<file path="src/rtl/cache_pkg.sv">
// Shared cache types plus the arbiter's state and requester-index types.
package cache_pkg;
    localparam int ADDR_WIDTH = 16;
    localparam int DATA_WIDTH = 32;
    localparam int OP_WIDTH   = 2;

    typedef logic [ADDR_WIDTH-1:0] UbitAddr;
    typedef logic [DATA_WIDTH-1:0] UbitData;

    typedef enum logic [OP_WIDTH-1:0] {
        Op_INVALID = 2'd0,
        Op_READ    = 2'd1,
        Op_WRITE   = 2'd2
    } Op;

    localparam int DEFAULT_NUM_REQ = 4;
    typedef logic [$clog2(DEFAULT_NUM_REQ)-1:0] UbitReqIdx;

    typedef enum logic [1:0] {
        ArbState_IDLE     = 2'd0,
        ArbState_ISSUE_WR = 2'd1,
        ArbState_WAIT_RD  = 2'd2
    } ArbState;
endpackage

</file>
<file path="src/rtl/cache_arbiter_rr_picker.sv">
// Combinational round-robin picker: first pending index strictly after last, wrapping.
module rr_picker #(
    parameter int N  = 4,
    parameter int IW = 2
) (
    input  logic [N-1:0]  pending,
    input  logic [IW-1:0] last,
    output logic [IW-1:0] winner,
    output logic          any_pending
);
    logic [IW-1:0] cand;

    always_comb begin
        winner      = '0;
        any_pending = 1'b0;
        cand        = '0;
        for (int off = 1; off <= N; off++) begin
            cand = IW'((int'(last) + off) % N);
            if (!any_pending && pending[cand]) begin
                winner      = cand;
                any_pending = 1'b1;
            end
        end
    end
endmodule

</file>
<file path="src/rtl/cache_arbiter.sv">
// Round-robin arbiter sharing one cache port among NUM_REQ requesters, one op in flight.
// Optional read watchdog with timeout_err output when CACHE_ARB_TIMEOUT_EN is defined.
module cache_arbiter
    import cache_pkg::*;
#(
    parameter int NUM_REQ        = DEFAULT_NUM_REQ,
    parameter int IDX_WIDTH      = $clog2(NUM_REQ),
    parameter int TIMEOUT_CYCLES = 64
) (
    input  logic                          clk,
    input  logic                          rst,
    input  logic [NUM_REQ*OP_WIDTH-1:0]   cli_req_op,
    input  logic [NUM_REQ*ADDR_WIDTH-1:0] cli_req_addr,
    input  logic [NUM_REQ*DATA_WIDTH-1:0] cli_req_data,
    output logic [NUM_REQ-1:0]            cli_gnt,
    output logic [NUM_REQ-1:0]            cli_rsp_vld,
    output logic [DATA_WIDTH-1:0]         cli_rsp_data,
    output logic [OP_WIDTH-1:0]           cache_req_op,
    output logic [ADDR_WIDTH-1:0]         cache_req_addr,
    output logic [DATA_WIDTH-1:0]         cache_req_data,
    input  logic                          cache_rsp_vld,
    input  logic [DATA_WIDTH-1:0]         cache_rsp_data,
    output logic                          busy,
    output logic [1:0]                    state_dbg
`ifdef CACHE_ARB_TIMEOUT_EN
    ,
    output logic                          timeout_err
`endif
);
    // Handshake: a requester holds op/addr/data (op != Op_INVALID acts as valid) until it
    // sees its cli_gnt pulse (ready), then drops to Op_INVALID on the next edge.
    ArbState                state, state_nxt;
    logic [IDX_WIDTH-1:0]   ptr, ptr_nxt, owner, owner_nxt, winner;
    logic                   any_pending;
    logic [NUM_REQ-1:0]     pending;
    logic [OP_WIDTH-1:0]    win_op, op_nxt;
    logic [ADDR_WIDTH-1:0]  win_addr, addr_nxt;
    logic [DATA_WIDTH-1:0]  win_data, data_nxt, rsp_data_nxt;
    logic [NUM_REQ-1:0]     gnt_nxt, rsp_vld_nxt;

`ifdef CACHE_ARB_TIMEOUT_EN
    localparam int CW = $clog2(TIMEOUT_CYCLES + 1);
    logic [CW-1:0] tmo_cnt, tmo_cnt_nxt;
    logic          tmo_err_nxt;
`endif

    always_comb begin
        pending  = '0;
        win_op   = '0;
        win_addr = '0;
        win_data = '0;
        for (int i = 0; i < NUM_REQ; i++) begin
            pending[i] = (cli_req_op[i*OP_WIDTH +: OP_WIDTH] != Op_INVALID);
            if (winner == IDX_WIDTH'(i)) begin
                win_op   = cli_req_op[i*OP_WIDTH +: OP_WIDTH];
                win_addr = cli_req_addr[i*ADDR_WIDTH +: ADDR_WIDTH];
                win_data = cli_req_data[i*DATA_WIDTH +: DATA_WIDTH];
            end
        end
    end

    rr_picker #(.N(NUM_REQ), .IW(IDX_WIDTH)) u_picker (
        .pending     (pending),
        .last        (ptr),
        .winner      (winner),
        .any_pending (any_pending)
    );

    always_comb begin
        state_nxt    = state;
        ptr_nxt      = ptr;
        owner_nxt    = owner;
        op_nxt       = Op_INVALID;
        addr_nxt     = cache_req_addr;
        data_nxt     = cache_req_data;
        gnt_nxt      = '0;
        rsp_vld_nxt  = '0;
        rsp_data_nxt = cli_rsp_data;
`ifdef CACHE_ARB_TIMEOUT_EN
        tmo_cnt_nxt  = tmo_cnt;
        tmo_err_nxt  = 1'b0;
`endif
        case (state)
            ArbState_IDLE: begin
                if (any_pending) begin
                    op_nxt           = win_op;
                    addr_nxt         = win_addr;
                    data_nxt         = win_data;
                    gnt_nxt[winner]  = 1'b1;
                    ptr_nxt          = winner;
                    owner_nxt        = winner;
                    state_nxt        = (win_op == Op_WRITE) ? ArbState_ISSUE_WR : ArbState_WAIT_RD;
`ifdef CACHE_ARB_TIMEOUT_EN
                    tmo_cnt_nxt      = '0;
`endif
                end
            end
            ArbState_ISSUE_WR: begin
                state_nxt = ArbState_IDLE;
            end
            ArbState_WAIT_RD: begin
                if (cache_rsp_vld) begin
                    rsp_data_nxt       = cache_rsp_data;
                    rsp_vld_nxt[owner] = 1'b1;
                    state_nxt          = ArbState_IDLE;
                end
`ifdef CACHE_ARB_TIMEOUT_EN
                // A real response in the same cycle as expiry wins over the watchdog.
                else if (tmo_cnt == CW'(TIMEOUT_CYCLES - 1)) begin
                    rsp_data_nxt       = '0;
                    rsp_vld_nxt[owner] = 1'b1;
                    tmo_err_nxt        = 1'b1;
                    state_nxt          = ArbState_IDLE;
                end else begin
                    tmo_cnt_nxt = tmo_cnt + 1'b1;
                end
`endif
            end
            default: state_nxt = ArbState_IDLE;
        endcase
    end

    always_ff @(posedge clk) begin
        if (rst) begin
            state          <= ArbState_IDLE;
            ptr            <= IDX_WIDTH'(NUM_REQ - 1);
            owner          <= '0;
            cache_req_op   <= Op_INVALID;
            cache_req_addr <= '0;
            cache_req_data <= '0;
            cli_gnt        <= '0;
            cli_rsp_vld    <= '0;
            cli_rsp_data   <= '0;
`ifdef CACHE_ARB_TIMEOUT_EN
            tmo_cnt        <= '0;
            timeout_err    <= 1'b0;
`endif
        end else begin
            state          <= state_nxt;
            ptr            <= ptr_nxt;
            owner          <= owner_nxt;
            cache_req_op   <= op_nxt;
            cache_req_addr <= addr_nxt;
            cache_req_data <= data_nxt;
            cli_gnt        <= gnt_nxt;
            cli_rsp_vld    <= rsp_vld_nxt;
            cli_rsp_data   <= rsp_data_nxt;
`ifdef CACHE_ARB_TIMEOUT_EN
            tmo_cnt        <= tmo_cnt_nxt;
            timeout_err    <= tmo_err_nxt;
`endif
        end
    end

    assign busy      = (state != ArbState_IDLE);
    assign state_dbg = state;
endmodule
</file>
<file path="config.mk">
export PLATFORM = sky130hd
export DESIGN_NAME = cache_arbiter
export DESIGN_NICKNAME = d
export VERILOG_FILES = /design/src/rtl/cache_pkg.sv /design/src/rtl/cache_arbiter_rr_picker.sv /design/src/rtl/cache_arbiter.sv
export SDC_FILE = /design/constraint.sdc
export NUM_CORES = 1
export LEC_CHECK = 0
export CAP_MARGIN = 20
export CELL_PAD_IN_SITES_DETAIL_PLACEMENT = 1
export CELL_PAD_IN_SITES_GLOBAL_PLACEMENT = 2
export CORE_AREA = 2 2 160 162
export CTS_CLUSTER_DIAMETER = 150
export CTS_CLUSTER_SIZE = 30
export DETAILED_ROUTE_END_ITERATION = 10
export DIE_AREA = 0 0 162 164
export PLACE_DENSITY = 0.88
export SETUP_SLACK_MARGIN = 0.05
export SLEW_MARGIN = 20
export SYNTH_ARGS = -nofsm -noshare
export SYNTH_HDL_FRONTEND = slang
export SYNTH_SLANG_ARGS = --single-unit
export TNS_END_PERCENT = 50
</file>
<file path="constraint.sdc">
create_clock -name clk -period 4.2 [get_ports clk]
set_input_delay 0.63 -clock clk [delete_from_list [all_inputs] [get_ports clk]]
set_output_delay 0.63 -clock clk [all_outputs]
set_load 0.1 [all_outputs]
</file>
# Word level (Yosys, flattened, before mapping)
# Cells that the tools add are included.
# totals
inputBits	235
out_inout_bits	93
reg_bits	96
wordCells	88
ram_bits	0
rom_bits	0
latchBits	0
n_memories	0
# classes
n_addsub	4
n_eq_ne	7
bitwise	4
mux	36
reduce_logical	20
div	0
n_mul	0
shift	0
n_lt_le_gt_ge	8
# ops
operator	n
$mux W32	4
$mux W16	4
$mux W2	11
$lt A2 B3 Y1 const B	6
$mux W1	10
$reduce_bool A2 Y1	5
$bmux W1 S2	4
$eq A2 B2 Y1 const B	4
$reduce_and A2 Y1	3
$reduce_or A3 Y1	2
$logic_and A1 B1 Y1	5
$add A2 B1 Y2 const B	2
$add A2 B2 Y2 const B	2
$demux W1 S2	2
$ge A2 B1 Y1 const B	2
$logic_not A2 Y1	2
$ne A2 B2 Y1 const B	2
$not A1 Y1	4
$pmux W2 S2	1
$logic_not A1 Y1	3
$eq A2 B1 Y1 const B	1

# Longest topological paths before layout
# Gate-level depths: netlist of run 1.
# logic_depth
word_depth	22
depth_mapped	8
ltp_nobuf	5

# Hierarchy
# From an unflattened synthesis of run 1, not the netlist that was laid out.
# unflattened
cells_unflattened	476
hier_area_um2	4615.7
# by_module_without_submodules
module	seq_area_each_um2	cells_each	area_per_inst_um2	instances
cache_arbiter	1921.8	462	4524.3	1
rr_picker	0.0	14	91.3	1

# Worst setup path after synthesis of run 1
# Ideal clock, no wire load.
# synth_path
kind	reg-to-reg
from	reg state[1] (netlist: state_dbg[1])
to	reg cache_req_addr[0]
setup_slack_ps	1223
required_ps	4113
setup_time_ps	87
period_less_slack_ps	2977
path_buffers	2
arrival_time_ps	2890
path_stages_with_launch	8
cell_sequence	dfxtp_1 -> or2_1 -> a31oi_1 -> nor2_1 -> buf_2 -> buf_1 -> nand2_1 -> o31ai_1
# synth_via
elab_chain_len	2
# synth_rtl
item	line	source
start: declaration	cache_arbiter.sv:32	ArbState state, state_nxt;
start signal: assignment	cache_arbiter.sv:125	state <= ArbState_IDLE;
start signal: assignment	cache_arbiter.sv:139	state <= state_nxt;
$logic_not A2 Y1	cache_arbiter.sv:83	case (state)
$reduce_and A2 Y1 (no line)	-	
end signal: assignment	cache_arbiter.sv:143	cache_req_addr <= addr_nxt;
end: declaration	cache_arbiter.sv:19	output logic [ADDR_WIDTH-1:0] cache_req_addr,
# Every way passes these cells.
# A chain may end at the register's enable or synchronous reset.

# Final worst setup path of run 1
# layout_path
from	in cli_req_op[7]
to	reg cache_req_data[17]
# layout_via
elab_chain_len	18
elab_cells_between_ends	32
classes_between	3 x eq/ne; 20 x mux; 9 x reduce/logical
# layout_rtl
item	line	source
start: declaration	cache_arbiter.sv:12	input logic [NUM_REQ*OP_WIDTH-1:0] cli_req_op,
$reduce_bool A2 Y1 *	cache_arbiter.sv:53	pending[i] = (cli_req_op[i*OP_WIDTH +: OP_WIDTH] != Op_INVALID);
$bmux W1 S2	cache_arbiter_rr_picker.sv:19	if (!any_pending && pending[cand]) begin
$mux W1 (implied by the code)	cache_arbiter_rr_picker.sv:19	
$mux W1	cache_arbiter_rr_picker.sv:19	
$logic_not A1 Y1	cache_arbiter_rr_picker.sv:19	
$logic_and A1 B1 Y1	cache_arbiter_rr_picker.sv:19	
$mux W1	cache_arbiter_rr_picker.sv:19	
$logic_not A1 Y1	cache_arbiter_rr_picker.sv:19	
$logic_and A1 B1 Y1	cache_arbiter_rr_picker.sv:19	
$mux W1	cache_arbiter_rr_picker.sv:19	
$logic_not A1 Y1	cache_arbiter_rr_picker.sv:19	
$logic_and A1 B1 Y1	cache_arbiter_rr_picker.sv:19	
$mux W2	cache_arbiter_rr_picker.sv:19	
$logic_not A2 Y1	cache_arbiter.sv:54	if (winner == IDX_WIDTH'(i)) begin
$mux W32 (4 in series)	cache_arbiter.sv:54	
end signal: assignment	cache_arbiter.sv:144	cache_req_data <= data_nxt;
end: declaration	cache_arbiter.sv:20	output logic [DATA_WIDTH-1:0] cache_req_data,
# Every way passes the cells marked *; elsewhere a longest branch is shown, timed or not. The select of a mux whose other input is x is not followed.

==> results.ini, run 1 <==
[status]
outcome=finished, final reports clean

[floorplan]
die_area_mm2=0.0266
fp-row-count=58
die_x_um=162
core_mm2=0.0248
start_util_pct=19.6
die_h_um=164
ios=328

[sta]
finalHoldViolations=0
worstMarginPinSlew_ns=1.04
setup_violations=0
slew_headroom_pct=30.5
min_period_ns=2.82
setup-tns-final_ns=0
setup_slack_ns=1.38
fmax_mhz=355
rsz0062_at_grt=no
hold_ws_ns=0.452
skew_ns=0.0158
drv_slew=0
period_share_pct=67.1

[routing]
vias=5754
ant_nets=0
drc=0
routedWlPerCell_um=17.9
drt_iter0_markers=177
drtPass1Iterations=4
avgViaCountPerCell=4.67
routed_wl_mm=22.0

[yosys]
synth_xor_area_share_pct=0
synthAdderAreaFrac_pct=0
synthCells=612
synth_area_leaders=dfxtp_1, a211oi_1, and3_1
synth_nets=847
synth_cell_types=40
synth-simple-area-share_pct=25.7
yosys_warnings=0
synth_area_mm2=0.00487
yosysTopAreaCellShare_pct=39.4
synth_compound_area_share_pct=28.7
synthMuxAreaShare_pct=0.282
synth-edff-count=0
synth_area_per_cell_um2=7.96
synthArstFlopShare_pct=0
synth_largest_area_cell=dfxtp_1
synth_ff_type=dfxtp_1
ys_ff_latch=96
synth_top_family_by_area=compound AO/OA/AOI/OAI gates
ys_seq_area_share_pct=39.4

[pwr]
powerDensity_mw_per_mm2=737
finalPower_uw=6450
leakage_uw=0.00329
vdd_drop_max_v=0.000479

[place]
dp_hpwl_mm=16.1
place_congestion=0.816
io_buffers=327
place_ws_ns=1.03

[clock_tree]
clk_latency_ns=0.35
cts_buffers=9
postCtsHoldBufs=0
post-cts-setup-buffers=0
h-tree-depth=3
clkSlewWorstSetupHoldPaths_ns=0.07
cts_sinks=96
post_cts_resized=0
clock_path_buffers=2
cts_root_buf=clkbuf_16
cts_tree=built

[critical_path]
criticalPathCategory=input pin to flip-flop
arrival_ns=3.02
startpoint_type=input pin
worstPathMaxFanout=100
crit_chain=clkdlybuf4s50_1 > or4_2 > buf_4 > and3_1 > a211oi_1 > o31ai_1
critical-path-top-delay-family=simple AND/OR/NAND/NOR gates
cp_slowest_cell=or4_2
crit_cells=6
reg2reg_depth=6
end_kind=flip-flop
path_buf_inv=2
max_stage_delay_ns=0.74
required_ns=4.40

[finish]
seq_area_mm2=0.00192
syn_to_final_growth_pct=79.5
final_common_cell=clkdlybuf4s50_1
num-fill-cells=2933
nNetsFinal=1134
multi_input_area_mm2=0.00269
final_cell_mix=clkdlybuf4s50_1, nand2_1, a211oi_1
drive_gt1_share_pct=4.55
finish.utilization_pct=35.2
diodes=0

[global_routing]
grt_pass1_wl_mm=33.1
grt.total_usage_pct=16.1
grt.overflow.total=0
grt_max_degree=101
antenna_found_initial=0
grt_pass1_vias=5807

[job]
drv_cap=0

[worst_hold_path]
holdPathStages=2
worstHoldPathType=flip-flop to flip-flop

[through the flow]
| stage | cells | instance area [um2] |
|---|---|---|
| after detailed placement | 1218 | 8480 |
| final | 1232 | 8750 |
| after CTS | 1232 | 8750 |
| after floorplan | 612 | 4870 |
| after global placement | 1218 | 8480 |
| after global routing | 1232 | 8750 |
[cell families after synthesis]
| logic type | after synthesis |
|---|---|
| buf+inv | 69 |
| flops | 96 |
| simple gates | 249 |
| mux | 1 |
| compound gates | 197 |
[path summary, 6_finish.rpt]
path | from | to | slack [ns]
worst max-delay path | cli_req_op[7] | cache_req_data[17]$_SDFFE_PP0P_ | 1.38
worst max register to register | ptr[1]$_SDFFE_PP1P_ | cache_req_data[17]$_SDFFE_PP0P_ | 1.97
worst min register to register | cache_req_addr[3]$_SDFFE_PP0P_ | cache_req_addr[3]$_SDFFE_PP0P_ | 0.45
worst min-delay path | cache_req_addr[3]$_SDFFE_PP0P_ | cache_req_addr[3]$_SDFFE_PP0P_ | 0.45
[final cells by class]
cell class	instances	share of cell area, %
flip-flops and latches	96	22.0
well taps	330	4.72
inverters	4	0.172
repair buffers	341	39.3
clock inverters	4	0.343
multi-input cells	447	30.7
clock buffers	10	2.73
[layer usage]
metal / vias up / routed length, um / track usage (%)
li1: 2822 / - / -
met1: 2678 / 9100 / 18.7
met2: 228 / 10700 / 28.0
met3: 26 / 1760 / 5.30
met4: 0 / 475 / 4.91
met5: - / 0 / 0
[worst register-to-register path: cells and delay by family, from the launching register on]
family	cells	cell delay, ns
AOI/OAI and AO/OA	4	1.01
DFF	1	0.48
and+or+nand+nor	1	0.36
buffers and inverters	1	0.29
[flip-flops by register name (all words and copies together), names as in the netlist]
name,flops
cache_req_data,32
owner,2
cli_rsp_vld,4
cli_rsp_data,32
cli_gnt,4
state_dbg,2
ptr,2
cache_req_addr,16
cache_req_op,2
[where the power goes]
group	internal (uW)	switching (uW)	leakage (uW)
Sequential	1160	139	0.000789
Clock	416	385	0.000131
Combinational	1300	3050	0.00237
Total	2880	3570	0.00329
[cells in the mapped netlist (4+ instances only)]
cell type  number
nor3_1          4
buf_2          11
nand2_1       120
clkbuf_1       40
inv_1           4
a211oi_1       98
o31ai_1        48
a21oi_1        36
dfxtp_1        96
buf_1          12
and3_1         97
nor2_1          9
Power figures use the tool's default switching activity.
==> run 2, diff against run 1 <==
--- a/config.mk
+++ b/config.mk
@@ -8,12 +8,12 @@
 export CAP_MARGIN = 20
 export CELL_PAD_IN_SITES_DETAIL_PLACEMENT = 1
 export CELL_PAD_IN_SITES_GLOBAL_PLACEMENT = 2
-export CORE_AREA = 2 2 160 162
+export CORE_AREA = 2 2 168 170
 export CTS_CLUSTER_DIAMETER = 150
 export CTS_CLUSTER_SIZE = 30
 export DETAILED_ROUTE_END_ITERATION = 10
-export DIE_AREA = 0 0 162 164
-export PLACE_DENSITY = 0.88
+export DIE_AREA = 0 0 170 172
+export PLACE_DENSITY = 0.81
 export SETUP_SLACK_MARGIN = 0.05
 export SLEW_MARGIN = 20
 export SYNTH_ARGS = -nofsm -noshare
==> constraint.sdc (replaced) <==
create_clock -name clk -period 2.9 [get_ports clk]
set_input_delay 0.435 -clock clk [delete_from_list [all_inputs] [get_ports clk]]
set_output_delay 0.435 -clock clk [all_outputs]
set_load 0.1 [all_outputs]
==> run 2 against run 1 <==
  * Non-clock buffer count is 12 higher
  * Register-to-register slack worse by 1.3 ns
  * Clock-buffer cell count unchanged
  * Die area rose by 10%
  * Critical endpoint is now cache_req_addr[6]$_SDFFE_PP0P_
  * Largest cell class unchanged
==> results.ini, run 2 (same netlist as run 1, synthesis figures left out) <==
[place]
place_ws_ns=0.120  ; was 1.03 ns
dp_hpwl_mm=16.8  ; was 16.1 mm
io_buffers=327  ; unchanged
dp_cells=1246  ; was 1218
place_area_mm2=0.00838  ; was 0.00848 mm2
place_congestion=0.769  ; was 0.816

[clock_tree]
cts_root_buf=clkbuf_16  ; unchanged
clock_path_buffers=2  ; unchanged
cts_tree=built  ; unchanged
clkSlewWorstSetupHoldPaths_ns=0.08  ; was 0.07 ns
h-tree-depth=3  ; unchanged
postCtsHoldBufs=0  ; unchanged
clk_latency_ns=0.35  ; about the same
post_cts_resized=0  ; unchanged
cts_buffers=9  ; unchanged
cts_sinks=96  ; unchanged
post-cts-setup-buffers=0  ; unchanged

[critical_path]
arrival_ns=2.63  ; was 3.02 ns
critical-path-top-delay-family=simple AND/OR/NAND/NOR gates  ; unchanged
worstPathMaxFanout=62  ; was 100
r2r-end=cache_req_data[12]$_SDFFE_PP0P_  ; was cache_req_data[17]$_SDFFE_PP0P_
r2r-start=ptr[0]$_SDFFE_PP1P_  ; was ptr[1]$_SDFFE_PP1P_
rrSetupSlack_ns=0.67  ; was 1.97 ns
startpoint_type=input pin  ; unchanged
required_ns=3.12  ; was 4.40 ns
max_stage_delay_ns=0.73  ; was 0.74 ns
criticalPathCategory=input pin to flip-flop  ; unchanged
cp_slowest_cell=or4_2  ; unchanged
crit_chain=clkdlybuf4s50_1 > or4_2 > buf_12 > buf_4 > and3_1 > a211oi_1 > o31ai_1  ; was clkdlybuf4s50_1 > or4_2 > buf_4 > and3_1 > a211oi_1 > o31ai_1
end_kind=flip-flop  ; unchanged
reg2reg_depth=6  ; unchanged
path_buf_inv=3  ; was 2

[global_routing]
grt_pass1_wl_mm=34.1  ; was 33.1 mm
grt.overflow.total=0  ; unchanged
grt.total_usage_pct=14.9  ; was 16.1%
grt_max_degree=71  ; was 101
antenna_found_initial=0  ; unchanged
grt_pass1_vias=6062  ; was 5807

[sta]
skew_ns=0.0101  ; was 0.0158 ns
slew_headroom_pct=67.1  ; was 30.5%
fmax_mhz=416
min_period_ns=2.40
worstMarginPinSlew_ns=0.492  ; was 1.04 ns
rsz0062_at_grt=no  ; unchanged
drv_slew=0  ; unchanged
finalHoldViolations=0  ; unchanged
period_share_pct=82.8
setup_slack_ns=0.499  ; was 1.38 ns
setup_violations=0  ; unchanged
setup-tns-final_ns=0  ; unchanged

[finish]
top_regs=cache_req_data (32), cli_rsp_data (32), cache_req_addr (16)  ; unchanged
final_cells=1262  ; was 1232
final_cell_mix=clkdlybuf4s50_1, nand2_1, buf_4  ; was clkdlybuf4s50_1, nand2_1, a211oi_1
nNetsFinal=1146  ; was 1134
fin_area_mm2=0.00868  ; was 0.00875 mm2
diodes=0  ; unchanged
final_common_cell=clkdlybuf4s50_1  ; unchanged
syn_to_final_growth_pct=78.2  ; was 79.5%
drive_gt1_share_pct=16.2  ; was 4.55%

[floorplan]
die_x_um=170  ; was 162 um
core_mm2=0.0275  ; was 0.0248 mm2
fp-row-count=61  ; was 58
die_area_mm2=0.0292  ; was 0.0266 mm2
die_h_um=172  ; was 164 um
ios=328  ; unchanged
start_util_pct=17.7  ; was 19.6%

[pwr]
vdd_drop_max_v=0.000463  ; was 0.000479 V
finalPower_uw=9510  ; was 6450 uW
powerDensity_mw_per_mm2=1100  ; was 737 mW/mm2
leakage_uw=0.00353  ; was 0.00329 uW

[routing]
drc=0  ; unchanged
drt_iter0_markers=163  ; was 177
avgViaCountPerCell=4.60  ; was 4.67
ant_nets=0  ; unchanged
vias=5806  ; was 5754
drtPass1Iterations=4  ; unchanged
routed_wl_mm=23.0  ; was 22.0 mm
routedWlPerCell_um=18.2  ; was 17.9 um

[worst_hold_path]
holdPathEnd=cli_rsp_data[5]$_SDFFE_PP0P_  ; was cache_req_addr[3]$_SDFFE_PP0P_
worstHoldPathType=flip-flop to flip-flop  ; unchanged
hp-start=cli_rsp_data[5]$_SDFFE_PP0P_  ; was cache_req_addr[3]$_SDFFE_PP0P_
holdPathStages=2  ; unchanged

[status]
outcome=finished, final reports clean  ; unchanged

[job]
drv_cap=0  ; unchanged

-- run 2: changes by cell type in the layout (fill, tap and decap cells not counted), sizes merged --
| cell | change |
|---|---|
| bufinv | +1 |
| inv | +1 |
| buf | +105 |
| clkdlybuf4s50 | -93 |
-- run 2: cell type report --
class / count / area (um2)
Clock buffer: 10 / 229
Clock inverter: 6 / 75.1
Fill cell: 3251 / 18800
Inverter: 4 / 15.0
Multi-Input combinational cell: 447 / 2690
Sequential cell: 96 / 1920
Tap cell: 346 / 433
Timing Repair Buffer: 353 / 3320
-- run 2: worst max-delay path by stage --
stage / startpoint / endpoint / slack (ns) / depth (start not counted)
floorplan: state_dbg[1]$_SDFFE_PP0P_ / cache_req_addr[0]$_SDFFE_PP0P_ / 0.22 / 7
global placement: cli_req_op[7] / cache_req_addr[14]$_SDFFE_PP0P_ / 0.17 / 7
detailed placement: cli_req_op[7] / cache_req_addr[10]$_SDFFE_PP0P_ / 0.12 / 7
CTS: cli_req_op[7] / cache_req_addr[11]$_SDFFE_PP0P_ / 0.50 / 7
global route: cli_req_op[7] / cache_req_addr[11]$_SDFFE_PP0P_ / 0.39 / 7
finish: cli_req_op[7] / cache_req_addr[6]$_SDFFE_PP0P_ / 0.50 / 7
-- run 2: per-stage QoR --
step / util [%] / hold slack, ns
3_5_place_dp: 30.5 / 0.443
6_report: 31.6 / 0.458
4_1_cts: 31.6 / 0.459
5_1_grt: 31.6 / 0.477
3_3_place_gp: 30.5 / 0.437
2_1_floorplan: - / 0.434
-- run 2: routing by layer --
metal	track usage (%)	part of all wire [%]	up-vias
li1	-	-	2854
met1	17.5	42	2713
met2	26.1	48	221
met3	4.74	8.1	18
met4	4.16	1.6	0
met5	0	0	-
-- run 2: where the power goes --
part	switching [uW]	internal, uW
clock	591	685
combinational	4470	1860
sequential	218	1690
-- run 2: worst min-delay path, stage by stage (launching register included) --
cell and delay (ns):
dfxtp_1 0.31, nand2_1 0.05, a21oi_1 0.05
==> run 3, diff against run 2 <==
--- a/config.mk
+++ b/config.mk
@@ -8,12 +8,12 @@
 export CAP_MARGIN = 20
 export CELL_PAD_IN_SITES_DETAIL_PLACEMENT = 1
 export CELL_PAD_IN_SITES_GLOBAL_PLACEMENT = 2
-export CORE_AREA = 2 2 168 170
+export CORE_AREA = 2 2 178 180
 export CTS_CLUSTER_DIAMETER = 150
 export CTS_CLUSTER_SIZE = 30
 export DETAILED_ROUTE_END_ITERATION = 10
-export DIE_AREA = 0 0 170 172
-export PLACE_DENSITY = 0.81
+export DIE_AREA = 0 0 180 182
+export PLACE_DENSITY = 0.76
 export SETUP_SLACK_MARGIN = 0.05
 export SLEW_MARGIN = 20
 export SYNTH_ARGS = -nofsm -noshare
==> constraint.sdc (replaced) <==
create_clock -name clk -period 2.11 [get_ports clk]
set_input_delay 0.3165 -clock clk [delete_from_list [all_inputs] [get_ports clk]]
set_output_delay 0.3165 -clock clk [all_outputs]
set_load 0.1 [all_outputs]
==> run 3 against run 2 <==
  * Hold slack lost 0.0023 ns
  * Core utilization down 0.64 points
  * Largest power group unchanged
  * Final cell count rose by 7.4%
  * Sequential share of layout area fell by 2.0 points
  * First-iteration DRC count increased by 13%
==> results.ini, run 3 (same netlist as run 1, synthesis figures left out) <==
[clock_tree]
clk_latency_ns=0.38  ; was 0.35 ns
cts_sinks=96  ; unchanged
h-tree-depth=3  ; unchanged
cts_tree=built  ; unchanged
clkSlewWorstSetupHoldPaths_ns=0.08  ; about the same
clock_path_buffers=2  ; unchanged
cts_buffers=9  ; unchanged
cts_root_buf=clkbuf_16  ; unchanged

[job]
drv_cap=0  ; unchanged

[global_routing]
grt_pass1_wl_mm=36.6  ; was 34.1 mm
grt_max_degree=52  ; was 71
grt.overflow.total=0  ; unchanged
grt_pass1_vias=6195  ; was 6062
grt.total_usage_pct=14.3  ; was 14.9%
antenna_found_initial=0  ; unchanged

[critical_path]
worstPathMaxFanout=51  ; was 62
crit_chain=o21ba_4 > a221o_2 > buf_4 > buf_12 > and3_1 > a211oi_1 > o31ai_1  ; was clkdlybuf4s50_1 > or4_2 > buf_12 > buf_4 > and3_1 > a211oi_1 > o31ai_1
reg2reg_depth=7  ; was 6
max_stage_delay_ns=0.46  ; was 0.73 ns
startpoint_type=flip-flop  ; was input pin
cp_slowest_cell=a221o_2  ; was or4_2
required_ns=2.36  ; was 3.12 ns
criticalPathCategory=flip-flop to flip-flop  ; was input pin to flip-flop
rrSetupSlack_ns=0.06  ; was 0.67 ns
r2r-end=cache_req_addr[15]$_SDFFE_PP0P_  ; was cache_req_data[12]$_SDFFE_PP0P_
end_kind=flip-flop  ; unchanged
arrival_ns=2.29  ; was 2.63 ns
r2r-start=ptr[0]$_SDFFE_PP1P_  ; unchanged

[pwr]
combPwrFrac_pct=71.1  ; was 66.6%
finalPower_uw=15100  ; was 9510 uW
clkPwrFrac_pct=11.6  ; was 13.4%
internal_power_uw=7000  ; was 4230 uW
switching_share_pct=53.7  ; was 55.5%
powerDensity_mw_per_mm2=1570  ; was 1100 mW/mm2
seqPwrFrac_pct=17.3  ; was 20.0%
p_sw_uw=8110  ; was 5280 uW
leakage_uw=0.00389  ; was 0.00353 uW
vdd_drop_max_v=0.000617  ; was 0.000463 V

[finish]
drive_gt1_share_pct=24.4  ; was 16.2%
final_cells=1356  ; was 1262
nNetsFinal=1184  ; was 1146
finish.utilization_pct=31.0  ; was 31.6%
final_common_cell=clkdlybuf4s50_1  ; unchanged
top_regs=cache_req_data (32), cli_rsp_data (32), cache_req_addr (16)  ; unchanged
diodes=0  ; unchanged
final_cell_mix=clkdlybuf4s50_1, buf_4, nand2_1  ; was clkdlybuf4s50_1, nand2_1, buf_4
syn_to_final_growth_pct=96.8  ; was 78.2%

[floorplan]
start_util_pct=15.7  ; was 17.7%
fp-row-count=65  ; was 61
die_x_um=180  ; was 170 um
die_h_um=182  ; was 172 um
ios=328  ; unchanged
die_area_mm2=0.0328  ; was 0.0292 mm2
core_mm2=0.0310  ; was 0.0275 mm2

[place]
io_buffers=327  ; unchanged
place_congestion=0.752  ; was 0.769
dp_cells=1319  ; was 1246
dp_hpwl_mm=17.5  ; was 16.8 mm

[routing]
routed_wl_mm=25.7  ; was 23.0 mm
drt_iter0_markers=185  ; was 163
drtPass1Iterations=4  ; unchanged
drc=0  ; unchanged
vias=6087  ; was 5806
routedWlPerCell_um=18.9  ; was 18.2 um
avgViaCountPerCell=4.49  ; was 4.60
ant_nets=0  ; unchanged

[sta]
setup_violations=0  ; unchanged
worstMarginPinSlew_ns=0.453  ; was 0.492 ns
skew_ns=0.0104  ; was 0.0101 ns
fmax_mhz=489
finalHoldViolations=0  ; unchanged
period_share_pct=96.9
drv_slew=0  ; unchanged
slew_headroom_pct=69.8  ; was 67.1%
min_period_ns=2.05
rsz0062_at_grt=yes  ; was no

[worst_hold_path]
holdPathEnd=cli_rsp_data[15]$_SDFFE_PP0P_  ; was cli_rsp_data[5]$_SDFFE_PP0P_
holdPathStages=2  ; unchanged
worstHoldPathType=flip-flop to flip-flop  ; unchanged
hp-start=cli_rsp_data[15]$_SDFFE_PP0P_  ; was cli_rsp_data[5]$_SDFFE_PP0P_

[status]
outcome=finished, final reports clean  ; unchanged

-- run 3: changes by cell type in the layout (fill, tap and decap cells not counted), moves of 3 or more --
cell | previous run | this run
a211oi_1 | 98 | 64
a211oi_2 | 0 | 33
buf_12 | 7 | 17
buf_4 | 112 | 129
clkbuf_16 | 9 | 15
clkdlybuf4s50_1 | 234 | 231
dfxtp_1 | 96 | 92
dlymetal6s2s_1 | 0 | 3
-- run 3: metrics by stage --
stage	cell area, um2	setup slack (ns)	TNS, ns	hold WS [ns]
6_report	9590	0.0644	0	0.456
3_3_place_gp	8690	-0.534	-21.25	0.438
5_1_grt	9590	-0.0405	-0.0405	0.477
4_1_cts	9050	0.0646	0	0.462
2_1_floorplan	4890	0.173	0	0.434
3_5_place_dp	8690	-0.548	-22.90	0.441
-- run 3: worst max-delay path by stage --
stage                                   start                              end  cells after the start
global placement                cli_req_op[6]   cache_req_data[0]$_SDFFE_PP0P_                      6
detailed placement              cli_req_op[7]   cache_req_data[0]$_SDFFE_PP0P_                      6
CTS                             cli_req_op[6]   cache_req_addr[8]$_SDFFE_PP0P_                      8
global route              ptr[0]$_SDFFE_PP1P_  cache_req_addr[15]$_SDFFE_PP0P_                      7
finish                    ptr[0]$_SDFFE_PP1P_  cache_req_addr[15]$_SDFFE_PP0P_                      7
floorplan           state_dbg[0]$_SDFFE_PP0P_   cache_req_addr[0]$_SDFFE_PP0P_                      6
-- run 3: critical path, delay by kind of cell (launching register included) --
| family | cells | cell delay [ns] |
|---|---|---|
| AOI/OAI and AO/OA | 4 | 0.99 |
| buffers and inverters | 2 | 0.34 |
| DFF | 1 | 0.36 |
| and+or+nand+nor | 1 | 0.21 |
-- run 3: layer usage --
layer | part of all wire, % | up-vias | track usage, %
met5 | 0 | - | 0
met3 | 6.2 | 29 | 4.17
met1 | 44 | 2886 | 17.7
met2 | 48 | 235 | 24.0
met4 | 1.8 | 0 | 4.20
li1 | - | 2937 | -
-- run 3: final cells by class --
type | count | area (um2)
Tap cell | 402 | 503
Timing Repair Buffer | 391 | 3890
Clock inverter | 7 | 71.3
Multi-Input combinational cell | 447 | 2950
Sequential cell | 96 | 1930
Inverter | 4 | 15.0
Fill cell | 3628 | 21400
Clock buffer | 9 | 225
-- run 3: timing repair --
| action | CTS | global route |
|---|---|---|
| buffers inserted | 0 | 13 |
| hold buffers | 0 | 0 |
| cloned | 1 | 7 |
| pin swaps | 1 | 8 |
| resized for setup | 7 | 54 |
| endpoints found under the setup margin | 44 | 48 |
-- run 3: power by group through the flow --
| stage | logic [uW] | clock network (uW) | registers (uW) |
|---|---|---|---|
| global placement | 9220 | 0 | 2630 |
| detailed placement | 9300 | 0 | 2650 |
| global route | 11300 | 1910 | 2680 |
| CTS | 9490 | 1840 | 2610 |
| finish | 10700 | 1750 | 2610 |
| floorplan | 3100 | 0 | 5760 |
